### src/rtl/mux21_pkg.sv
// Shared encodings for the two-requester round-robin mux arbiter.
package mux21_pkg;

  localparam int unsigned GNT_W = 2;

  typedef enum logic [1:0] {
    ST_IDLE = 2'd0,
    ST_GNT0 = 2'd1,
    ST_GNT1 = 2'd2
  } state_e;

  localparam logic [GNT_W-1:0] GNT_NONE = 2'b00;
  localparam logic [GNT_W-1:0] GNT_0    = 2'b01;
  localparam logic [GNT_W-1:0] GNT_1    = 2'b10;

endpackage : mux21_pkg

### src/rtl/mux21_bus.sv
// Gated 2:1 datapath mux: passes the selected input when enabled, zero otherwise.
module mux21_bus #(
  parameter int unsigned WIDTH = 8
) (
  input  logic             en_i,
  input  logic             sel_i,
  input  logic [WIDTH-1:0] data0_i,
  input  logic [WIDTH-1:0] data1_i,
  output logic [WIDTH-1:0] y_c_o
);

  // Select and gate the shared data path
  always_comb begin
    y_c_o = '0;
    if (en_i) begin
      y_c_o = sel_i ? data1_i : data0_i;
    end
  end

endmodule : mux21_bus

### src/rtl/mux21_arbiter.sv
// Round-robin arbiter sharing one gated 2:1 mux between two requesters.
// Optional build macro MUX21_ARB_PREEMPT_EN: forces a handover after MAX_HOLD
// consecutive grant cycles while the other side is waiting.
module mux21_arbiter
  import mux21_pkg::*;
#(
  parameter int unsigned WIDTH    = 8,
  parameter int unsigned MAX_HOLD = 4
) (
  input  logic             clk,
  input  logic             rst_n,
  input  logic             req0,
  input  logic             req1,
  input  logic [WIDTH-1:0] data0,
  input  logic [WIDTH-1:0] data1,
  output logic [1:0]       grant,
  output logic             sel,
  output logic             en,
  output logic [WIDTH-1:0] y
);

  localparam int unsigned HOLD_W = 8;

  if (MAX_HOLD < 2 || MAX_HOLD > 255) begin : g_bad_max_hold
    $error("mux21_arbiter: MAX_HOLD must be in 2..255");
  end

  state_e           state_q, state_d;
  logic             last_q, last_d;
  logic [GNT_W-1:0] grant_q;
  logic             sel_q;
  logic             en_q;
  logic             hold_sat_c;

`ifdef MUX21_ARB_PREEMPT_EN
  logic [HOLD_W-1:0] hold_q, hold_d;

  // Current grant has used up its hold budget
  always_comb begin
    hold_sat_c = (hold_q == HOLD_W'(MAX_HOLD - 1));
  end
`else
  // Without preemption a held request keeps the grant indefinitely
  always_comb begin
    hold_sat_c = 1'b0;
  end
`endif

  // Next grant: handover without bubble, tie broken away from the last grantee
  always_comb begin
    state_d = state_q;
    last_d  = last_q;
    unique case (state_q)
      ST_IDLE: begin
        if (req0 && req1) begin
          state_d = last_q ? ST_GNT0 : ST_GNT1;
        end else if (req0) begin
          state_d = ST_GNT0;
        end else if (req1) begin
          state_d = ST_GNT1;
        end
      end
      ST_GNT0: begin
        if (!req0) begin
          state_d = req1 ? ST_GNT1 : ST_IDLE;
        end else if (req1 && hold_sat_c) begin
          state_d = ST_GNT1;
        end
      end
      ST_GNT1: begin
        if (!req1) begin
          state_d = req0 ? ST_GNT0 : ST_IDLE;
        end else if (req0 && hold_sat_c) begin
          state_d = ST_GNT0;
        end
      end
      default: state_d = ST_IDLE;
    endcase
    if (state_d == ST_GNT0) begin
      last_d = 1'b0;
    end else if (state_d == ST_GNT1) begin
      last_d = 1'b1;
    end
  end

`ifdef MUX21_ARB_PREEMPT_EN
  // Consecutive-cycle counter for the current grant, saturating at MAX_HOLD-1
  always_comb begin
    hold_d = '0;
    if (state_d != ST_IDLE && state_d == state_q) begin
      hold_d = hold_sat_c ? hold_q : hold_q + HOLD_W'(1);
    end
  end
`endif

  // State, round-robin pointer and registered mux controls
  always_ff @(posedge clk or negedge rst_n) begin
    if (!rst_n) begin
      state_q <= ST_IDLE;
      last_q  <= 1'b1;
      grant_q <= GNT_NONE;
      sel_q   <= 1'b0;
      en_q    <= 1'b0;
`ifdef MUX21_ARB_PREEMPT_EN
      hold_q  <= '0;
`endif
    end else begin
      state_q <= state_d;
      last_q  <= last_d;
`ifdef MUX21_ARB_PREEMPT_EN
      hold_q  <= hold_d;
`endif
      unique case (state_d)
        ST_GNT0: begin
          grant_q <= GNT_0;
          sel_q   <= 1'b0;
          en_q    <= 1'b1;
        end
        ST_GNT1: begin
          grant_q <= GNT_1;
          sel_q   <= 1'b1;
          en_q    <= 1'b1;
        end
        default: begin
          grant_q <= GNT_NONE;
          en_q    <= 1'b0;
        end
      endcase
    end
  end

  assign grant = grant_q;
  assign sel   = sel_q;
  assign en    = en_q;

  mux21_bus #(
    .WIDTH(WIDTH)
  ) u_bus (
    .en_i    (en_q),
    .sel_i   (sel_q),
    .data0_i (data0),
    .data1_i (data1),
    .y_c_o   (y)
  );

endmodule : mux21_arbiter

### config.mk
export PLATFORM = sky130hd
export DESIGN_NAME = mux21_arbiter
export DESIGN_NICKNAME = d
export VERILOG_FILES = /design/src/rtl/mux21_pkg.sv /design/src/rtl/mux21_bus.sv /design/src/rtl/mux21_arbiter.sv
export SDC_FILE = /design/constraint.sdc
export NUM_CORES = 1
export LEC_CHECK = 0
export CAP_MARGIN = 15
export CORE_MARGIN = 5
export CORE_UTILIZATION = 29
export DETAILED_ROUTE_END_ITERATION = 8
export MAX_ROUTING_LAYER = met4
export PLACE_DENSITY_LB_ADDON = 0.1
export SLEW_MARGIN = 20
export SYNTH_ARGS = -nofsm -noshare
export SYNTH_HDL_FRONTEND = slang
export SYNTH_SLANG_ARGS = --single-unit
export TNS_END_PERCENT = 50
### constraint.sdc
create_clock -name clk -period 1.39 [get_ports clk]
set_input_delay 0.3475 -clock clk [delete_from_list [all_inputs] [get_ports clk]]
set_output_delay 0.3475 -clock clk [all_outputs]
set_load 0.02 [all_outputs]
==> impl_metrics.yaml <==
critical_path:
  reg2reg_from: "last_q"
  cp_max_fo: 4
  cp.arrival_ps: 1230
  reg2reg_slack_ps: -140
  r2r-end: "sel"
  cp-end-kind: "output pin"
  required_ps: 1040
  crit_type: "flop to output pin"
  worstSetupStartpointType: "flop"
  r2r_cells: 4
layout:
  final_cell_mix: "17 x clkdlybuf4s50_1, 11 x buf_4, 7 x mux2i_1"
  drive_gt1_share_pct: 39.5
  diodes: 0
  fin_nets: 105
  mostFrequentLayoutCell: "clkdlybuf4s50_1"
  area_growth_pct: 98.3
drt:
  wl_per_cell_um: 13.2
  vias: 432
  viasPerCell: 4.45
  first_pass_iters: 1
  drtIter0Drc: 0
  ant_nets: 0
  drcViolationCount: 0
  wl_mm: 1.28
sta:
  setup-tns-final_ps: -1430
  fin_crit_sh_pct: 113
  setup_viol: 10
  fin_crit_ps: 1580
  hold_violations: 0
  max_slew_margin_pct: 79.6
  rsz0062_at_grt: "yes"
  setup_slack_ps: -186
  finClkSkew_ps: 3.83
  drv_slew: 0
  worst_pin_slew_ps: 306
  timing.fmax_mhz: 635
global_routing:
  met1_usage_pct: 11.7
  grt_max_degree: 10
  busiest_layer: "met2"
  overflow: 0
  antenna_found_initial: 0
  global_route.usage.met2_pct: 18.9
  grt_pass1_wl_mm: 2.04
  met3_usage_pct: 4.28
  grt_pass1_vias: 461
  grt_use_total_pct: 11.6
yosys:
  synth_top_area_share_pct: 34.0
  ys_types: 17
  yosys.area.top_type: "dfrtp_1"
  yosys-top-cells-area: "dfrtp_1 34%, mux2i_1 18%, nor2b_1 13%, ha_1 8.5%, dfstp_2 5.9%"
  ys_ff_latch: 7
  seq_area_frac_synth_pct: 39.9
  synth_area_sq_um: 442
  ys_warn_count: 0
  synth_nets: 63
  avgSynthCellArea_sq_um: 11.0
  synthCells: 40
placement:
  pre_cts_ws_ps: -578
  io_buffer_count: 31
  gp_congestion: 0.742
  dp_hpwl_mm: 1.03
power_and_ir_drop:
  peakVddDrop_v: 0.000877
  power_density_nw_per_um2: 1630
  p_leak_nw: 0.404
  finalPower_mw: 1.42
job:
  drv_cap: 0
floorplanning:
  rows: 14
  core_sq_um: 1470
  die_h_um: 49.0
  ios: 32
  start_util_pct: 30.0
  die_w_um: 49.0
  die_area_sq_um: 2400
clocking:
  cts.path.max_buffers: 2
  ctsHtreeMaxLevel: 1
  ctsHoldBuffers: 0
  clkSinkCount: 7
  cts_root_buf: "clkbuf_4"
  clk-insertion-delay-late_ps: 250
  path_clk_slew_ps: 50
  numCtsBuffers: 3
  cts_tree: "built"
run_status:
  violations: "setup timing"
  status: "complete, but fails checks"
hold_path:
  hp-class: "input pin to asynchronous set/reset pin"
synthesized netlist by cell type (all sizes together):
cell / n
a21o: 1
a21oi: 2
and2b: 1
buf: 1
dfrtp: 6
dfstp: 1
ha: 3
inv: 1
mux2: 1
mux2i: 8
nand2b: 1
nor2: 1
nor2b: 9
nor3b: 1
o21a: 1
o21ai: 1
o21ba: 1
how the worst max path moves through the flow:
stage	start	to	slack, ps	depth (start not counted)
final	sel	y[0]	-190	4
after global routing	sel	y[4]	-260	4
after CTS	sel	y[4]	-190	4
after detailed placement	data1[3]	y[3]	-580	4
after global placement	data1[5]	y[5]	-570	4
after floorplan	last_q	sel	-80	4
repair_timing:
| action | CTS | global route |
|---|---|---|
| setup endpoints to repair | 15 | 11 |
| resized for setup | 56 | 4 |
| gates cloned | 0 | 0 |
| pin swaps | 3 | 0 |
| setup buffers | 3 | 0 |
through the flow:
step,instance area (sq um),cells,hold slack [ps],util (%)
2_1_floorplan,465,40,51.9,-
3_3_place_gp,815,90,516,55.4
3_5_place_dp,815,90,523,55.4
4_1_cts,872,97,358,59.3
5_1_grt,876,97,363,59.5
6_report,876,97,348,59.5
layout make-up:
type,instances,area (sq um)
fillers,138,596
well taps,16,20.0
multi-input cells,31,297
repair buffers,38,352
flip-flops and latches,7,178
clock buffers,4,26.3
inverters,1,3.75
metal layers:
| metal | routed length [um] | vias up |
|---|---|---|
| met5 | 0 | - |
| met4 | 31 | 0 |
| met3 | 76 | 4 |
| met2 | 669 | 15 |
| met1 | 502 | 195 |
| li1 | - | 218 |
where the power goes:
part           internal, mW  total (mW)  switching, mW
sequential            0.283       0.354         0.0711
combinational         0.492       0.884          0.391
clock                 0.110       0.187         0.0772
total                 0.885        1.42          0.540
registers in the layout, summed over array words and instances, names as in the netlist:
name / count
en: 1
grant: 2
last_q: 1
sel: 1
state_q: 2
critical path, cell delays in order (launching register included):
cell and delay [ps]:
dfrtp_2 430, buf_4 150, mux2i_2 140, nor2b_2 120, buf_6 120
cell families (layout without fill, tap and decap cells):
family                     count (synthesis)  in the layout  share of synthesized area, %
and+or+nand+nor                           13             13                          18.4
muxes                                      9              9                          20.7
DFF                                        7              7                          39.9
AOI/OAI and AO/OA                          6              6                          9.07
adders and majority gates                  3              3                          8.50
buffers and inverters                      2             43                          3.40
No activity file was read; power rests on OpenSTA's default activity.
